### src/rtl/ppa_pkg.sv
// Shared definitions for the parallel-prefix adder/subtractor family.
package ppa_pkg;

    localparam int unsigned WIDTH_DEFAULT = 32;
    localparam int unsigned SPLIT_DEFAULT = 16;

    // Generate/propagate pair for one bit or one bit group.
    typedef struct packed {
        logic g;
        logic p;
    } gp_t;

    // Prefix operator: (g,p) o (g',p') = (g | p&g', p&p'), hi is the more significant group.
    function automatic gp_t gp_combine(input gp_t hi, input gp_t lo);
        gp_t r;
        r.g = hi.g | (hi.p & lo.g);
        r.p = hi.p & lo.p;
        return r;
    endfunction

endpackage

### src/rtl/ppa_prefix_n.sv
// Combinational N-bit Kogge-Stone adder: s = a + b + cin, cout = carry out of bit N-1.
module ppa_prefix_n
    import ppa_pkg::*;
#(
    parameter int unsigned N = 16
) (
    input  logic [N-1:0] a,
    input  logic [N-1:0] b,
    input  logic         cin,
    output logic [N-1:0] s,
    output logic         cout
);

    localparam int unsigned LEVELS = (N > 1) ? $clog2(N) : 1;

    gp_t        tree [LEVELS+1][N];
    logic [N:0] carry;

    // Prefix tree; cin is folded into bit 0's generate so every group term includes it.
    always_comb begin
        for (int i = 0; i < int'(N); i++) begin
            tree[0][i].g = a[i] & b[i];
            tree[0][i].p = a[i] ^ b[i];
        end
        tree[0][0].g = (a[0] & b[0]) | ((a[0] ^ b[0]) & cin);
        for (int l = 0; l < int'(LEVELS); l++) begin
            for (int i = 0; i < int'(N); i++) begin
                if (i >= (1 << l)) begin
                    tree[l+1][i] = gp_combine(tree[l][i], tree[l][i - (1 << l)]);
                end else begin
                    tree[l+1][i] = tree[l][i];
                end
            end
        end
    end

    // Carry into each bit is the group generate of everything below it.
    always_comb begin
        carry[0] = cin;
        for (int i = 0; i < int'(N); i++) begin
            carry[i+1] = tree[LEVELS][i].g;
            s[i]       = tree[0][i].p ^ carry[i];
        end
        cout = carry[N];
    end

endmodule

### src/rtl/ppa_sub_pipe_32.sv
// Two-stage pipelined subtractor D = A - B - Bin with valid/ready on both sides.
module ppa_sub_pipe_32
    import ppa_pkg::*;
#(
    parameter int unsigned WIDTH = WIDTH_DEFAULT,
    parameter int unsigned SPLIT = SPLIT_DEFAULT
) (
    input  logic             clk,
    input  logic             rst,
    input  logic             in_valid,
    output logic             in_ready,
    input  logic [WIDTH-1:0] A,
    input  logic [WIDTH-1:0] B,
    input  logic             Bin,
    output logic             out_valid,
    input  logic             out_ready,
    output logic [WIDTH-1:0] D,
    output logic             Bout,
    output logic             V,
    output logic             Z
);

    localparam int unsigned HI = WIDTH - SPLIT;

    // Stage 1 registers: resolved low half plus the operands the upper half still needs.
    logic             s1_valid;
    logic [SPLIT-1:0] s1_lo;
    logic             s1_c;
    logic [HI-1:0]    s1_a_hi;
    logic [HI-1:0]    s1_nb_hi;
    logic             s1_a_msb;
    logic             s1_b_msb;

    logic             s1_adv;
    logic             s2_adv;

    logic [SPLIT-1:0] lo_sum;
    logic             lo_cout;
    logic [HI-1:0]    hi_sum;
    logic             hi_cout;
    logic [WIDTH-1:0] d_next;

    // Subtraction as A + ~B + ~Bin: low half ahead of stage 1.
    ppa_prefix_n #(.N(SPLIT)) u_lo (
        .a    (A[SPLIT-1:0]),
        .b    (~B[SPLIT-1:0]),
        .cin  (~Bin),
        .s    (lo_sum),
        .cout (lo_cout)
    );

    // Upper half ahead of stage 2, fed by the registered mid carry.
    ppa_prefix_n #(.N(HI)) u_hi (
        .a    (s1_a_hi),
        .b    (s1_nb_hi),
        .cin  (s1_c),
        .s    (hi_sum),
        .cout (hi_cout)
    );

    // Ready chain: a stage may load when it is empty or its successor is draining.
    always_comb begin
        s2_adv   = !out_valid || out_ready;
        s1_adv   = !s1_valid || s2_adv;
        in_ready = s1_adv;
        d_next   = {hi_sum, s1_lo};
    end

    // Stage 1 register: captures operands on an input transfer.
    always_ff @(posedge clk or posedge rst) begin
        if (rst) begin
            s1_valid <= 1'b0;
            s1_lo    <= '0;
            s1_c     <= 1'b0;
            s1_a_hi  <= '0;
            s1_nb_hi <= '0;
            s1_a_msb <= 1'b0;
            s1_b_msb <= 1'b0;
        end else if (s1_adv) begin
            s1_valid <= in_valid;
            if (in_valid) begin
                s1_lo    <= lo_sum;
                s1_c     <= lo_cout;
                s1_a_hi  <= A[WIDTH-1:SPLIT];
                s1_nb_hi <= ~B[WIDTH-1:SPLIT];
                s1_a_msb <= A[WIDTH-1];
                s1_b_msb <= B[WIDTH-1];
            end
        end
    end

    // Stage 2 / output register: result and flags, held while the consumer stalls.
    always_ff @(posedge clk or posedge rst) begin
        if (rst) begin
            out_valid <= 1'b0;
            D         <= '0;
            Bout      <= 1'b0;
            V         <= 1'b0;
            Z         <= 1'b0;
        end else if (s2_adv) begin
            out_valid <= s1_valid;
            if (s1_valid) begin
                D    <= d_next;
                Bout <= ~hi_cout;
                V    <= (s1_a_msb ^ s1_b_msb) & (d_next[WIDTH-1] ^ s1_a_msb);
                Z    <= (d_next == '0);
            end
        end
    end

endmodule

### config.mk
export PLATFORM = sky130hd
export DESIGN_NAME = ppa_sub_pipe_32
export DESIGN_NICKNAME = d
export VERILOG_FILES = /design/src/rtl/ppa_pkg.sv /design/src/rtl/ppa_prefix_n.sv /design/src/rtl/ppa_sub_pipe_32.sv
export SDC_FILE = /design/constraint.sdc
export NUM_CORES = 1
export LEC_CHECK = 0
export CAP_MARGIN = 15
export CORE_MARGIN = 5
export CORE_UTILIZATION = 55
export DETAILED_ROUTE_END_ITERATION = 7
export MAX_ROUTING_LAYER = met4
export PLACE_DENSITY = 0.95
export SLEW_MARGIN = 25
export SYNTH_ARGS = -nofsm -noshare
export SYNTH_HDL_FRONTEND = slang
export SYNTH_SLANG_ARGS = --single-unit
### constraint.sdc
create_clock -name clk -period 6 [get_ports clk]
set_input_delay 0.6 -clock clk [delete_from_list [all_inputs] [get_ports clk]]
set_output_delay 0.6 -clock clk [all_outputs]
set_load 0.005 [all_outputs]
==> results.ini <==
[status]
status=completed

[clock_network]
clkSinkCount=87
clk_pin_slew_ns=0.08
insertion_delay_ns=0.37
cts_tree=done
postCtsHoldBufs=0
cts_post_setup_buffers_inserted=0
cts_root_buffer=clkbuf_8
post_cts_resized=0
cts_buffers=9
ctsLongestPathBuffers=2
cts_max_level=3

[sta]
slew_headroom_pct=49.03
finalMaxSlewViolations=0
max_freq_mhz=309.2
period_share_pct=53.91
rsz0062_at_grt=no
hold_violations=0
fin_tns_setup_ns=0
finalSetupViolations=0
period_minus_slack_ns=3.234
worst-slew-pin-transition_ns=0.7645
final.setup_skew_ns=0.01305

[floorplan]
start_util_pct=56.77
rows=33
die_w_um=102.3
fp.dieH_um=102.3
dieArea_um2=10470
core_area_um2=8258
ios=106

[worst_hold_path]
min_to=D[21]
hp-class=reg -> reg
hp-start=D[21]
min_path_cells=2

[synthesis]
synth_warnings=0
syn_nets=559
synth_edf_count=0
synth.yosys.seq_area_share_pct=46.44
synth-async-reset-ratio_pct=100.0
avgSynthCellArea_um2=10.28
netlist_top_cells_count=dfrtp_1 (87), nand2_1 (55), o21ai_0 (45), mux2_2 (38), ha_1 (30)
synth_cells=456
yosysMostFrequentCell=dfrtp_1
yosys_register_bits=87
synth_area_um2=4688
synth_flop_cell=dfrtp_1
yosysUniqueCellTypes=48
synth_top_area_cell=dfrtp_1
synth_top_area_share_pct=46.44
synth.area.top_cells=dfrtp_1 (46%), mux2_2 (9.1%), ha_1 (8.0%)

[placed_design]
gp_routability_congestion=0.8954
port_buffers=105
place_hpwl_um=8245

[critical_path]
crit_required_ns=6.22
path_class=in -> reg
crit_path_end_kind=register
worstReg2RegStart=s1_c
r2r_slack_ns=3.11
timing.rr.end=Z
critPathMaxFanout=3
reg2reg_depth=12
cp.arrival_ns=3.46
startpoint_type=input pin

[job]
max_cap_violations=0

[global_routing]
grt_start_max_net_pins=88
gr-total-overflow=0
grt_pass1_wl_um=17460
grt_use_total_pct=21.93
grt_pass1_vias=3802
antenna_found_initial=0

[pwr]
p_leak_nw=2.676
power_w=0.001957
power_density_nw_per_um2=325.5
ir_drop_mv=0.1445

[layout]
utilization_pct=72.79
multi_input_area_um2=2345
fillCellCount=584
seq_area_um2=2177
syn2layout_area_growth_pct=28.21
n_antenna_cell=0
final_layout_size_suffix_gt1_share_pct=11.68
layout.nets=663

[drt]
top_layer=met4
wire_per_inst_um=15.73
firstDrtPassIters=5
dr_wl_met2_um=5137
antenna_left=0
wl_met1_um=4642
drc=0
route.met3.wl_um=541
num_vias=3684
dr.first_iter.drc_count=165
totalWireLength_um=10540
viasPerCell=5.499

==> metrics by stage <==
stage	instances	setup slack [ns]	cell area [µm²]	hold slack (ns)
2_1_floorplan	456	3.150	4688	0.4538
3_3_place_gp	654	2.614	5833	0.4598
3_5_place_dp	654	2.390	5833	0.4708
4_1_cts	670	2.759	6007	0.4894
5_1_grt	670	2.538	6011	0.5084
6_report	670	2.766	6011	0.4841
==> sequential cells by signal, summed over array words and instances, names as in the netlist <==
name	count
s1_lo	16
s1_valid	1
out_valid	1
s1_a_hi	16
Bout	1
s1_b_msb	1
V	1
Z	1
s1_c	1
D	32
s1_nb_hi	16
==> placed cells by master (no fill, tap or decap), types with 2 or more instances in the layout <==
master and count:
inv_1 27, nand3_1 5, nor2b_1 9, xor2_1 18, xnor2_1 9, mux2_2 38
a21oi_1 17, clkdlybuf4s50_1 105, and3_1 3, a31oi_1 3, clkinvlp_4 2, nand2_1 54
nor2_1 22, nor3_1 9, nand2b_1 5, o31ai_1 3, o2111ai_1 2, nor4_1 3
a21o_1 4, ha_1 30, o21a_1 3, a211o_1 3, fa_1 4, or3_1 3
buf_4 2, a311oi_1 2, o21ai_1 6, o21ai_0 45, nand4_1 3, clkbuf_8 9
clkinv_2 2, clkinv_4 2, dfrtp_1 87, o211ai_1 4
==> cell type report <==
type,count,area share (%)
Multi-Input combinational cell,326,39.01
Clock buffer,10,2.123
Tap cell,105,2.186
Timing Repair Buffer,108,17.92
Sequential cell,87,36.22
Clock inverter,6,0.7702
Inverter,28,1.769
==> per-layer routing <==
metal  vias to the layer above  track usage, %
met4                         0           8.174
met3                        18           3.140
met1                      1767           27.73
li1                       1798               -
met2                       101           35.98
met5                         -               -
==> power breakdown <==
group / internal [W] / switching, W
logic: 0.000420 / 0.000329
clock network: 0.000153 / 0.000218
registers: 0.000736 / 0.000101
==> worst max-delay path by stage <==
stage          startpoint   endpoint  slack (ns)  cells after the start
3_3_place_gp         A[0]  s1_lo[14]        2.61                     13
6_report             A[0]  s1_lo[14]        2.77                     13
5_1_grt              A[0]  s1_lo[14]        2.54                     13
2_1_floorplan         rst       Bout        3.15                      1
3_5_place_dp         A[0]  s1_lo[12]        2.39                     13
4_1_cts              A[0]  s1_lo[12]        2.76                     13
==> worst max-delay path, stage by stage <==
cell and delay [ns]:
clkdlybuf4s50_1 0.47, inv_1 0.06, fa_1 0.45, fa_1 0.43, nor2b_1 0.14, o21ai_0 0.11
a21boi_1 0.22, o21a_1 0.19, o21ai_1 0.14, o2111ai_1 0.26, a31oi_1 0.15, xor2_1 0.16
o21ai_1 0.08
==> cells by family (layout without fill, tap and decap cells) <==
| family | count (synthesis) | after routing | share of synthesized area, % |
|---|---|---|---|
| adder cells (fa/ha/maj) | 34 | 34 | 9.715 |
| multiplexers | 39 | 39 | 9.341 |
| AND/OR/NAND/NOR | 123 | 123 | 12.25 |
| flip-flops | 87 | 87 | 46.44 |
| buffers and inverters | 43 | 152 | 3.603 |
| XOR/XNOR | 27 | 27 | 5.044 |
| AO/OA/AOI/OAI | 103 | 103 | 13.61 |
(Power assumes the default switching activity.)
